<file path="src/rtl/jtag_shift_ctrl_if.sv">
// Command/response interface of the JTAG scan master.
//
// Purpose : carries scan commands from an agent to jtag_shift_ctrl and the
//           captured TDO data back.
// Signals : cmd_valid_i / cmd_ready_o    command handshake
//           cmd_ir_i, cmd_len_i, cmd_data_i  scan type, length, TDI bits
//           reset_req_i                  request TAP reset sequence
//           rsp_valid_o / rsp_ready_i    response handshake
//           rsp_data_o, rsp_err_o        captured TDO bits, illegal-length flag
// Modports: master = command agent, slave = jtag_shift_ctrl.
interface jtag_shift_ctrl_if #(
    parameter int MAX_LEN = 32
);
    logic               cmd_valid_i;
    logic               cmd_ready_o;
    logic               cmd_ir_i;
    logic [5:0]         cmd_len_i;
    logic [MAX_LEN-1:0] cmd_data_i;
    logic               reset_req_i;
    logic               rsp_valid_o;
    logic               rsp_ready_i;
    logic [MAX_LEN-1:0] rsp_data_o;
    logic               rsp_err_o;

    modport master (
        output cmd_valid_i, cmd_ir_i, cmd_len_i, cmd_data_i, reset_req_i, rsp_ready_i,
        input  cmd_ready_o, rsp_valid_o, rsp_data_o, rsp_err_o
    );

    modport slave (
        input  cmd_valid_i, cmd_ir_i, cmd_len_i, cmd_data_i, reset_req_i, rsp_ready_i,
        output cmd_ready_o, rsp_valid_o, rsp_data_o, rsp_err_o
    );
endinterface

</file>
<file path="src/rtl/jtag_shift_ctrl.sv">
// Standalone JTAG master: divides `clock` into TCK, walks the debug TAP
// through IR/DR scans issued on the command interface and returns the
// captured TDO bits.
//
// Ports:
//   clock, reset_ni   system clock, asynchronous active-low reset
//   bus               command/response interface (slave side)
//   busy_o            TCK sequence in progress
//   jtag_tck_o/tms_o/tdi_o, jtag_tdo_i, jtag_trst_no   TAP pins
//
// States:
//   state   | meaning
//   S_TLR   | 5x TMS=1 then 1x TMS=0: TAP to Run-Test/Idle
//   S_IDLE  | waiting for command or reset request
//   S_PRE   | walk RTI -> Shift-DR (1,0,0) or Shift-IR (1,1,0,0)
//   S_SHIFT | len periods shifting TDI out / TDO in, TMS=1 on last bit
//   S_POST  | Exit1 -> Update (1) -> Run-Test/Idle (0)
//   S_RSP   | response held until consumed
module jtag_shift_ctrl #(
    parameter int CLK_DIV = 2,
    parameter int MAX_LEN = 32
) (
    input  logic             clock,
    input  logic             reset_ni,
    jtag_shift_ctrl_if.slave bus,
    output logic             busy_o,
    output logic             jtag_tck_o,
    output logic             jtag_tms_o,
    output logic             jtag_tdi_o,
    input  logic             jtag_tdo_i,
    output logic             jtag_trst_no
);
    localparam int PW = $clog2(2 * CLK_DIV);
    localparam int IW = (MAX_LEN > 1) ? $clog2(MAX_LEN) : 1;
    localparam logic [PW-1:0] PH_HI   = PW'(CLK_DIV);
    localparam logic [PW-1:0] PH_LAST = PW'(2 * CLK_DIV - 1);
    localparam logic [6:0]    LEN_MAX = 7'(MAX_LEN);

    typedef enum logic [2:0] {
        S_TLR,
        S_IDLE,
        S_PRE,
        S_SHIFT,
        S_POST,
        S_RSP
    } state_t;

    state_t             state_q, state_d;
    logic               run_q, run_d;
    logic [PW-1:0]      phase_q, phase_d;
    logic [5:0]         cnt_q, cnt_d;
    logic               ir_q, ir_d;
    logic [5:0]         len_q, len_d;
    logic [MAX_LEN-1:0] data_q, data_d;
    logic [MAX_LEN-1:0] cap_q, cap_d;
    logic               tck_q, tck_d;
    logic               tms_q, tms_d;
    logic               tdi_q, tdi_d;
    logic               trst_q, trst_d;
    logic               busy_q, busy_d;
    logic               rsp_valid_q, rsp_valid_d;
    logic [MAX_LEN-1:0] rsp_data_q, rsp_data_d;
    logic               rsp_err_q, rsp_err_d;

    state_t             nstate;
    logic [5:0]         ncnt;
    logic               go;
    logic [PW-1:0]      phase_inc;
    logic [5:0]         seg_len;
    logic               len_ok;

    // TMS value for period c of segment st.
    function automatic logic step_tms(state_t st, logic [5:0] c, logic ir, logic [5:0] len);
        logic m;
        case (st)
            S_TLR:   m = (c < 6'd5);
            S_PRE:   m = (c == 6'd0) || (ir && (c == 6'd1));
            S_SHIFT: m = (c == len - 6'd1);
            S_POST:  m = (c == 6'd0);
            default: m = 1'b0;
        endcase
        return m;
    endfunction

    function automatic logic step_tdi(state_t st, logic [5:0] c, logic [MAX_LEN-1:0] d);
        return (st == S_SHIFT) ? d[c[IW-1:0]] : 1'b0;
    endfunction

    always_ff @(posedge clock or negedge reset_ni) begin
        if (!reset_ni) begin
            state_q     <= S_TLR;
            run_q       <= 1'b0;
            phase_q     <= '0;
            cnt_q       <= '0;
            ir_q        <= 1'b0;
            len_q       <= '0;
            data_q      <= '0;
            cap_q       <= '0;
            tck_q       <= 1'b0;
            tms_q       <= 1'b1;
            tdi_q       <= 1'b0;
            trst_q      <= 1'b0;
            busy_q      <= 1'b0;
            rsp_valid_q <= 1'b0;
            rsp_data_q  <= '0;
            rsp_err_q   <= 1'b0;
        end else begin
            state_q     <= state_d;
            run_q       <= run_d;
            phase_q     <= phase_d;
            cnt_q       <= cnt_d;
            ir_q        <= ir_d;
            len_q       <= len_d;
            data_q      <= data_d;
            cap_q       <= cap_d;
            tck_q       <= tck_d;
            tms_q       <= tms_d;
            tdi_q       <= tdi_d;
            trst_q      <= trst_d;
            busy_q      <= busy_d;
            rsp_valid_q <= rsp_valid_d;
            rsp_data_q  <= rsp_data_d;
            rsp_err_q   <= rsp_err_d;
        end
    end

    always_comb begin
        state_d     = state_q;
        run_d       = run_q;
        phase_d     = phase_q;
        cnt_d       = cnt_q;
        ir_d        = ir_q;
        len_d       = len_q;
        data_d      = data_q;
        cap_d       = cap_q;
        tck_d       = tck_q;
        tms_d       = tms_q;
        tdi_d       = tdi_q;
        trst_d      = trst_q;
        busy_d      = busy_q;
        rsp_valid_d = rsp_valid_q;
        rsp_data_d  = rsp_data_q;
        rsp_err_d   = rsp_err_q;
        nstate      = state_q;
        ncnt        = cnt_q;
        go          = 1'b0;
        phase_inc   = phase_q + PW'(1);
        len_ok      = (bus.cmd_len_i != 6'd0) && ({1'b0, bus.cmd_len_i} <= LEN_MAX);

        case (state_q)
            S_TLR:   seg_len = 6'd6;
            S_PRE:   seg_len = ir_q ? 6'd4 : 6'd3;
            S_SHIFT: seg_len = len_q;
            S_POST:  seg_len = 6'd2;
            default: seg_len = 6'd1;
        endcase

        if (run_q) begin
            if (phase_q == PH_LAST) begin
                // End of a TCK period: step within the segment, chain to the
                // next segment, or stop the clock.
                tck_d   = 1'b0;
                phase_d = '0;
                if (cnt_q + 6'd1 < seg_len) begin
                    ncnt = cnt_q + 6'd1;
                    go   = 1'b1;
                end else begin
                    ncnt = '0;
                    case (state_q)
                        S_TLR:   nstate = S_IDLE;
                        S_PRE: begin
                            nstate = S_SHIFT;
                            go     = 1'b1;
                        end
                        S_SHIFT: begin
                            nstate = S_POST;
                            go     = 1'b1;
                        end
                        S_POST: begin
                            nstate      = S_RSP;
                            rsp_valid_d = 1'b1;
                            rsp_data_d  = cap_q;
                            rsp_err_d   = 1'b0;
                        end
                        default: nstate = S_IDLE;
                    endcase
                end
                state_d = nstate;
                cnt_d   = ncnt;
                if (go) begin
                    tms_d = step_tms(nstate, ncnt, ir_q, len_q);
                    tdi_d = step_tdi(nstate, ncnt, data_q);
                end else begin
                    run_d  = 1'b0;
                    busy_d = 1'b0;
                    tdi_d  = 1'b0;
                end
            end else begin
                phase_d = phase_inc;
                tck_d   = (phase_inc >= PH_HI);
                // TDO is taken on the edge where TCK goes high.
                if ((phase_inc == PH_HI) && (state_q == S_SHIFT)) begin
                    cap_d[cnt_q[IW-1:0]] = jtag_tdo_i;
                end
            end
        end else begin
            case (state_q)
                S_TLR: begin
                    // First edge after reset only releases TRST; the
                    // sequence starts on the next one.
                    if (!trst_q) begin
                        trst_d = 1'b1;
                    end else begin
                        run_d   = 1'b1;
                        busy_d  = 1'b1;
                        phase_d = '0;
                        cnt_d   = '0;
                        tms_d   = 1'b1;
                        tdi_d   = 1'b0;
                    end
                end
                S_IDLE: begin
                    if (bus.reset_req_i) begin
                        state_d = S_TLR;
                    end else if (bus.cmd_valid_i && !rsp_valid_q) begin
                        ir_d   = bus.cmd_ir_i;
                        len_d  = bus.cmd_len_i;
                        data_d = bus.cmd_data_i;
                        if (!len_ok) begin
                            state_d     = S_RSP;
                            rsp_valid_d = 1'b1;
                            rsp_data_d  = '0;
                            rsp_err_d   = 1'b1;
                        end else begin
                            state_d = S_PRE;
                            run_d   = 1'b1;
                            busy_d  = 1'b1;
                            phase_d = '0;
                            cnt_d   = '0;
                            cap_d   = '0;
                            tms_d   = 1'b1;
                            tdi_d   = 1'b0;
                        end
                    end
                end
                S_RSP: begin
                    if (bus.rsp_ready_i) begin
                        rsp_valid_d = 1'b0;
                        state_d     = S_IDLE;
                    end
                end
                default: state_d = S_IDLE;
            endcase
        end
    end

    // Ready must drop in the same cycle as reset_req_i so that a request
    // and a command arriving together never complete a handshake.
    assign bus.cmd_ready_o = (state_q == S_IDLE) && !rsp_valid_q && !bus.reset_req_i;
    assign bus.rsp_valid_o = rsp_valid_q;
    assign bus.rsp_data_o  = rsp_data_q;
    assign bus.rsp_err_o   = rsp_err_q;
    assign busy_o          = busy_q;
    assign jtag_tck_o      = tck_q;
    assign jtag_tms_o      = tms_q;
    assign jtag_tdi_o      = tdi_q;
    assign jtag_trst_no    = trst_q;
endmodule

</file>
<file path="src/flat_wrapper.sv">
// flat-port wrapper written by rule: the top's interface ports become plain ports
module jtag_shift_ctrl_flat 
#(
    parameter int CLK_DIV = 2,
    parameter int MAX_LEN = 32
)
  (clock, reset_ni, busy_o, jtag_tck_o, jtag_tms_o, jtag_tdi_o, jtag_tdo_i, jtag_trst_no, bus_cmd_valid_i, bus_cmd_ir_i, bus_cmd_len_i, bus_cmd_data_i, bus_reset_req_i, bus_rsp_ready_i, bus_cmd_ready_o, bus_rsp_valid_o, bus_rsp_data_o, bus_rsp_err_o);
  jtag_shift_ctrl_if #(.MAX_LEN(MAX_LEN)) bus_i ();
  input  logic clock;
  input  logic reset_ni;
  output logic busy_o;
  output logic jtag_tck_o;
  output logic jtag_tms_o;
  output logic jtag_tdi_o;
  input  logic jtag_tdo_i;
  output logic jtag_trst_no;
  input wire logic [$bits(bus_i.cmd_valid_i)-1:0] bus_cmd_valid_i;
  input wire logic [$bits(bus_i.cmd_ir_i)-1:0] bus_cmd_ir_i;
  input wire logic [$bits(bus_i.cmd_len_i)-1:0] bus_cmd_len_i;
  input wire logic [$bits(bus_i.cmd_data_i)-1:0] bus_cmd_data_i;
  input wire logic [$bits(bus_i.reset_req_i)-1:0] bus_reset_req_i;
  input wire logic [$bits(bus_i.rsp_ready_i)-1:0] bus_rsp_ready_i;
  output wire logic [$bits(bus_i.cmd_ready_o)-1:0] bus_cmd_ready_o;
  output wire logic [$bits(bus_i.rsp_valid_o)-1:0] bus_rsp_valid_o;
  output wire logic [$bits(bus_i.rsp_data_o)-1:0] bus_rsp_data_o;
  output wire logic [$bits(bus_i.rsp_err_o)-1:0] bus_rsp_err_o;
  assign bus_i.cmd_valid_i = bus_cmd_valid_i;
  assign bus_i.cmd_ir_i = bus_cmd_ir_i;
  assign bus_i.cmd_len_i = bus_cmd_len_i;
  assign bus_i.cmd_data_i = bus_cmd_data_i;
  assign bus_i.reset_req_i = bus_reset_req_i;
  assign bus_i.rsp_ready_i = bus_rsp_ready_i;
  assign bus_cmd_ready_o = bus_i.cmd_ready_o;
  assign bus_rsp_valid_o = bus_i.rsp_valid_o;
  assign bus_rsp_data_o = bus_i.rsp_data_o;
  assign bus_rsp_err_o = bus_i.rsp_err_o;
  jtag_shift_ctrl #(.CLK_DIV(CLK_DIV), .MAX_LEN(MAX_LEN)) u_core (.clock(clock), .reset_ni(reset_ni), .bus(bus_i), .busy_o(busy_o), .jtag_tck_o(jtag_tck_o), .jtag_tms_o(jtag_tms_o), .jtag_tdi_o(jtag_tdi_o), .jtag_tdo_i(jtag_tdo_i), .jtag_trst_no(jtag_trst_no));
endmodule
</file>
<file path="config.mk">
export PLATFORM = sky130hd
export DESIGN_NAME = jtag_shift_ctrl_flat
export DESIGN_NICKNAME = d
export VERILOG_FILES = /design/src/rtl/jtag_shift_ctrl_if.sv /design/src/rtl/jtag_shift_ctrl.sv /design/src/flat_wrapper.sv
export SDC_FILE = /design/constraint.sdc
export NUM_CORES = 1
export LEC_CHECK = 0
export CAP_MARGIN = 10
export CORE_ASPECT_RATIO = 1.2
export CORE_MARGIN = 5
export CORE_UTILIZATION = 40
export DETAILED_ROUTE_END_ITERATION = 6
export SLEW_MARGIN = 10
export SYNTH_ARGS = -nofsm -noshare
export SYNTH_HDL_FRONTEND = slang
export SYNTH_SLANG_ARGS = --single-unit
</file>
<file path="constraint.sdc">
create_clock -name clock -period 3.15 [get_ports clock]
set_input_delay 0.7875 -clock clock [delete_from_list [all_inputs] [get_ports clock]]
set_output_delay 0.7875 -clock clock [all_outputs]
set_load 0.01 [all_outputs]
</file>
==> key figures, run 1 <==
Cells and area
  – Diode count: 0
  – Fin nets: 909
  – Multi-input gate area: 3160 µm²
  – Share of layout cells above drive strength 1: 0.108
  – Final-layout fill cell count: 1,560
  – Core Util, Final: 0.519
  – Register area: 3050 µm²
  – Post-route cell area: 8340 µm²
  – Layout area overhead: 28.6%

Setup path
  – Critical path class: input port to flop
  – Slowest Stage Delay on Critical Path: 550 ps
  – Worst Path Arrival: 3130 ps
  – Crit path cell chain: clkdlybuf4s50_1 -> or4_1 -> or3_1 -> and2_1 -> o41ai_1 -> a31oi_1 -> o31ai_1 -> nand2_1
  – CP Data Required Time: 3450 ps
  – Worst-path maximum fanout: 5
  – Crit end category: flop
  – Max stage delay cell, worst path: or4_1
  – CP startpoint kind: input port

Routing
  – Iter 0 DRT Violations: 302
  – Post-Route WL: 16,800 µm
  – Via count: 5,523
  – 1st-pass router iterations: 4
  – Post-route DRC violation count: 0
  – Vias per inst: 5.13
  – Per-cell routed wire length: 15.6 µm
  – Final ANT Viol Nets: 0

Logic synthesis
  – Register area share after synthesis: 0.471
  – Asr flop ratio synth: 1.00
  – Compound-Gate Fraction of Synth Area: 0.137
  – Synth Area in XOR/XNOR: 0.0133
  – Top FF cell, synth: dfrtp_1
  – Largest family of logic cells by synthesized area: simple AND/OR/NAND/NOR gates
  – Mapped Nets: 815
  – Yosys warns: 0
  – Yosys cell types: 65
  – Post-synth top area cell: dfrtp_1
  – Post-Syn Area: 6490 µm²
  – Cells after synthesis: 758
  – Multiplexer share of the synthesized area: 0.0739
  – Post-synth EDFFs: 0
  – Top cells by count, synth: nand2_1, dfrtp_1, o21ai_1
  – Top-count cell post-synth: nand2_1
  – Post-synth top area share: 0.467
  – Synth top area cells: dfrtp_1, nand2_1, o21ai_1, mux2i_1, mux4_2
  – Synth Area per Inst: 8.56 µm²
  – Post-Synth Adder-Cell Area: 0.0231
  – Register bit count reported by yosys: 122
  – Synth Area in Simple Gates: 0.237

Pwr
  – NetSw: 3.30 mW
  – Peak VDD IR: 0.000426 V
  – PD cells: 1010 nW/µm²
  – Clock power frac: 0.229
  – P_int: 5.10 mW
  – Pleak: 3.99 nW
  – Sw frac: 0.393
  – Comb power frac: 0.463
  – Seq pwr share: 0.307

STA
  – Setup violators final: 0
  – Fmax: 353 MHz
  – Max-slew violations: 0
  – Hold Vio Cnt, Final: 0
  – Worst relative slew slack: 0.623
  – Final worst setup slack: 321 ps
  – RSZ-0062 raised after global routing: false
  – Worst slew pin tran: 561 ps
  – Final min period: 2830 ps
  – Clock Skews: 7.51 ps
  – Fin crit share: 0.898

Flow run
  – Max-cap violation count: 0

Die
  – Die Height: 150 µm
  – Die W: 126 µm
  – Top-Level Pins: 85
  – Core area: 16,100 µm²
  – Starting Density: 0.404
  – Row Count: 51
  – Die area: 18,900 µm²

GRT
  – Initial antenna violation count: 0
  – Vias in the first global route: 5,781
  – All-Layer GR Usage: 0.188
  – Overflow after GRT: 0
  – First-pass GRT wire length: 28,800 µm
  – Largest net degree at the start of global routing: 67

Clocking
  – Reg clk slew, reported paths: 60 ps
  – Max clock buf depth: 2
  – CTS tree: built
  – Skew-Pair Late Insertion Delay: 420 ps
  – Total CTS buffers: 17
  – Hold Buf Count CTS: 0
  – H-tree depth: 4
  – Post-CTS Setup Repair Bufs: 0
  – Clock Sinks: 122
  – Root Buffer: clkbuf_16

Status
  – Run status: finished, final reports clean

Placement
  – Setup WS pre-CTS: -87.8 ps
  – DP HPWL: 12,100 µm
  – Gpl congestion: 0.910
  – Placed cell areas: 7750 µm²
  – Number of port buffers: 84

Hold path
  – Worst hold path class: input port to async pin
[worst max-delay path, delay by kind of cell]
kind	cells	cell delay [ps]
AO/OA/AOI/OAI	3	680
buffers and inverters	1	430
AND/OR/NAND/NOR	4	1220
[per-stage QoR]
stage	power, mW	setup TNS (ps)	hold WS, ps	std cells
detailed placement	6.54	-3130	462	1045
CTS	8.50	0	315	1076
global placement	6.42	-262	452	1045
floorplan	4.94	0	440	758
global route	9.09	0	349	1076
finish	8.40	0	317	1076
[layer usage]
layer	GRT usage	share of wire	vias up
met3	0.0382	0.033	18
met1	0.228	0.43	2649
met4	0.0697	0.014	0
met5	0	0	-
met2	0.331	0.52	101
li1	-	-	2755
[path summary, 6_finish.rpt]
path | from | slack (ps) | depth (start not counted) | to
max | bus_cmd_len_i[0] | 320 | 8 | u_core.bus.rsp_valid_o
max in group asynchronous | reset_ni | 2050 | 2 | u_core.bus.rsp_data_o[9]
min in group clock | u_core.data_q[21] | 470 | 2 | u_core.data_q[21]
max reg2reg | u_core.cnt_q[0] | 340 | 13 | u_core.bus.rsp_data_o[10]
min reg2reg | u_core.data_q[21] | 470 | 2 | u_core.data_q[21]
min | reset_ni | 320 | 1 | u_core.cap_q[1]
[cell families after synthesis]
| family | after synthesis |
|---|---|
| adders and majority gates | 12 |
| and+or+nand+nor | 358 |
| xor gates and xnor gates | 9 |
| AOI/OAI and AO/OA | 148 |
| DFF | 122 |
| muxes | 39 |
| buffers and inverters | 70 |
[final cells by class]
| type | instances | area share |
|---|---|---|
| repair buffers | 128 | 0.146 |
| clock buffers | 18 | 0.0526 |
| clock inverters | 13 | 0.0169 |
| multi-input cells | 566 | 0.379 |
| flip-flops and latches | 122 | 0.366 |
| inverters | 17 | 0.00765 |
| well taps | 212 | 0.0318 |
[power groups by stage]
stage | Sequential [mW] | Combinational [mW] | Clock [mW]
after detailed placement | 2.62 | 3.92 | 0
after global routing | 2.68 | 4.38 | 2.03
final | 2.58 | 3.89 | 1.93
after CTS | 2.59 | 3.94 | 1.97
after global placement | 2.58 | 3.84 | 0
after floorplan | 2.54 | 2.40 | 0
[timing repair]
item,CTS,global route
hold endpoints to repair,0,0
gates resized for setup,0,2
setup endpoints to repair,0,35
[state kept, by name, indices dropped and copies added, names as in the netlist]
register,cells
u_core.phase_q,2
u_core.run_q,1
u_core.bus.rsp_data_o,32
u_core.cnt_q,6
u_core.state_q,3
u_core.data_q,32
u_core.ir_q,1
u_core.busy_o,1
u_core.cap_q,32
u_core.bus.rsp_valid_o,1
u_core.jtag_trst_no,1
u_core.jtag_tms_o,1
u_core.bus.rsp_err_o,1
u_core.jtag_tck_o,1
u_core.jtag_tdi_o,1
u_core.len_q,6
[placed cells by master (no fill, tap or decap), types with 4 or more instances in the layout]
cell type	netlist	final
a21oi_1	11	11
a22o_1	5	5
a31oi_1	4	4
buf_12	0	4
buf_4	1	41
clkbuf_16	0	17
clkdlybuf4s50_1	0	82
dfrtp_1	121	121
ha_1	12	12
inv_1	17	17
inv_6	0	4
mux2i_1	31	31
mux4_2	7	7
nand2_1	261	261
nand2b_1	9	9
nand3_1	11	11
nor2_1	25	25
nor3_1	13	12
nor3b_1	4	4
o211ai_1	4	4
o21ai_0	20	20
o21ai_1	73	72
or3_1	6	6
xnor2_1	5	5
(Power assumes the default switching activity.)
==> run 2: changes to the inputs <==
CORE_ASPECT_RATIO = default   (was 1.2)
clock period = 2.8 ns   (was 3.15 ns; I/O delays follow)
==> key figures, run 2 (synthesis results as in run 1) <==
GRT
  – First-pass GRT wire length: 27,600 µm
  – Overflow after GRT: 0
  – Initial antenna violation count: 0
  – Largest net degree at the start of global routing: 67
  – Vias in the first global route: 5,538
  – All-Layer GR Usage: 0.185

Cells and area
  – Final-layout fill cell count: 1,499
  – Share of layout cells above drive strength 1: 0.144
  – Most frequent cells in the layout: nand2_1, dfrtp_1, clkdlybuf4s50_1
  – Core Util, Final: 0.541
  – Non-filler instance count after layout: 1,104
  – Layout area overhead: 32.4%
  – Fin nets: 932
  – Diode count: 0
  – Commonest non-fill, non-tap cell in the layout: nand2_1

Setup path
  – RR Startpoint: u_core.cnt_q[1]
  – Reg2reg path depth: 9
  – Crit end category: output port
  – Critical path class: input port to output port
  – Crit path cell chain: clkdlybuf4s50_1 -> or4b_1 -> nor2_1 -> dlygate4sd2_1
  – R2r setup slk: 120 ps
  – Worst Path Arrival: 1980 ps
  – CP startpoint kind: input port
  – Critical R2R Capture: u_core.jtag_tdi_o
  – CP Data Required Time: 2100 ps
  – Slowest Stage Delay on Critical Path: 500 ps
  – Worst-path maximum fanout: 2
  – Max stage delay cell, worst path: or4b_1

Clocking
  – H-tree depth: 4
  – Skew-Pair Late Insertion Delay: 430 ps
  – Total CTS buffers: 17
  – Clock Sinks: 122
  – Hold Buf Count CTS: 0
  – Max clock buf depth: 2
  – Reg clk slew, reported paths: 60 ps
  – Root Buffer: clkbuf_16
  – CTS tree: built

Routing
  – 1st-pass router iterations: 5
  – Post-Route WL: 16,700 µm
  – Iter 0 DRT Violations: 374
  – Per-cell routed wire length: 15.1 µm
  – Highest metal used: met4
  – Via count: 5,694
  – Final ANT Viol Nets: 0
  – Met2 routed WL: 8060 µm
  – Met1 wire length: 7670 µm
  – Met3 WL: 713 µm
  – Vias per inst: 5.16
  – Post-route DRC violation count: 0

Placement
  – Number of port buffers: 84
  – Gpl congestion: 0.873
  – Setup WS pre-CTS: -277 ps
  – DP HPWL: 12,100 µm
  – Placed Cells: 1,069

Die
  – Top-Level Pins: 85
  – Die W: 137 µm
  – Die Height: 137 µm
  – Starting Density: 0.408
  – Die area: 18,900 µm²
  – Row Count: 46
  – Core area: 15,900 µm²

STA
  – Setup violators final: 0
  – Hold Vio Cnt, Final: 0
  – Fmax: 373 MHz
  – Final min period: 2680 ps
  – Worst relative slew slack: 0.555
  – Final worst setup slack: 117 ps
  – Fin crit share: 0.958
  – Post-Route Setup TNS: 0 ps
  – Max-slew violations: 0
  – Worst slew pin tran: 668 ps
  – RSZ-0062 raised after global routing: false
  – Clock Skews: 13.1 ps

Pwr
  – PD cells: 1140 nW/µm²
  – NetSw: 3.84 mW
  – Sw frac: 0.391
  – P_int: 5.99 mW
  – Comb power frac: 0.481
  – Pleak: 4.12 nW
  – Clock power frac: 0.227
  – Seq pwr share: 0.292
  – Peak VDD IR: 0.000480 V

Flow run
  – Max-cap violation count: 0

Status
  – Run status: finished, final reports clean

Hold path
  – Worst hold path class: input port to async pin
==> run 2: timing repair <==
| action | 4_1_cts | 5_1_grt |
|---|---|---|
| buffers inserted | 2 | 1 |
| setup endpoints to repair | 41 | 47 |
| pin swaps | 0 | 1 |
| cloned | 0 | 0 |
| gates resized for setup | 4 | 11 |
==> run 2: power by group through the flow <==
stage                     clock, mW  sequential, mW  combinational, mW
after floorplan                   0            2.86               2.71
after global placement            0            2.88               4.51
after detailed placement          0            2.91               4.58
after CTS                      2.27            2.87               4.65
after global routing           2.34            2.96               5.25
final                          2.23            2.87               4.73
==> run 2: area by class of cell <==
cell class | count | area (µm²) | share of cell area
clock buffer | 18 | 439 | 0.0511
clock inverter | 14 | 161 | 0.0188
inverter | 17 | 63.8 | 0.00743
multi-input combinational | 566 | 3210 | 0.374
sequential | 122 | 3060 | 0.356
tap | 216 | 270 | 0.0315
timing repair buffer | 151 | 1390 | 0.162
==> run 2: worst max-delay path by stage <==
stage                           startpoint                   endpoint  slack, ps  depth (start not counted)
after global placement    bus_cmd_len_i[0]            u_core.cnt_q[2]       -280                          8
after CTS                  u_core.cnt_q[1]          u_core.state_q[0]         20                         12
after floorplan            u_core.cnt_q[0]  u_core.bus.rsp_data_o[21]         20                         15
after global routing       u_core.cnt_q[1]  u_core.bus.rsp_data_o[14]          8                         13
after detailed placement  bus_cmd_len_i[0]  u_core.bus.rsp_data_o[14]       -280                          9
final                      bus_reset_req_i            bus_cmd_ready_o        120                          4
==> run 2: stage by stage <==
stage                     cell area [µm²]  hold slack, ps  power [mW]
after floorplan                      6500             404        5.57
after global placement               7920             454        7.39
after detailed placement             7920             462        7.49
after CTS                            8540             338        9.79
after global routing                 8590             377        10.6
final                                8590             311        9.83
==> run 2: worst max-delay path, delay by kind of cell <==
kind | cells | cell delay, ps
simple gates | 2 | 590
buf+inv | 2 | 690
==> run 2: routing by layer <==
layer | GRT usage | up-vias
met5 | 0 | -
met4 | 0.0721 | 0
met3 | 0.0336 | 23
met2 | 0.300 | 148
met1 | 0.247 | 2706
li1 | - | 2817
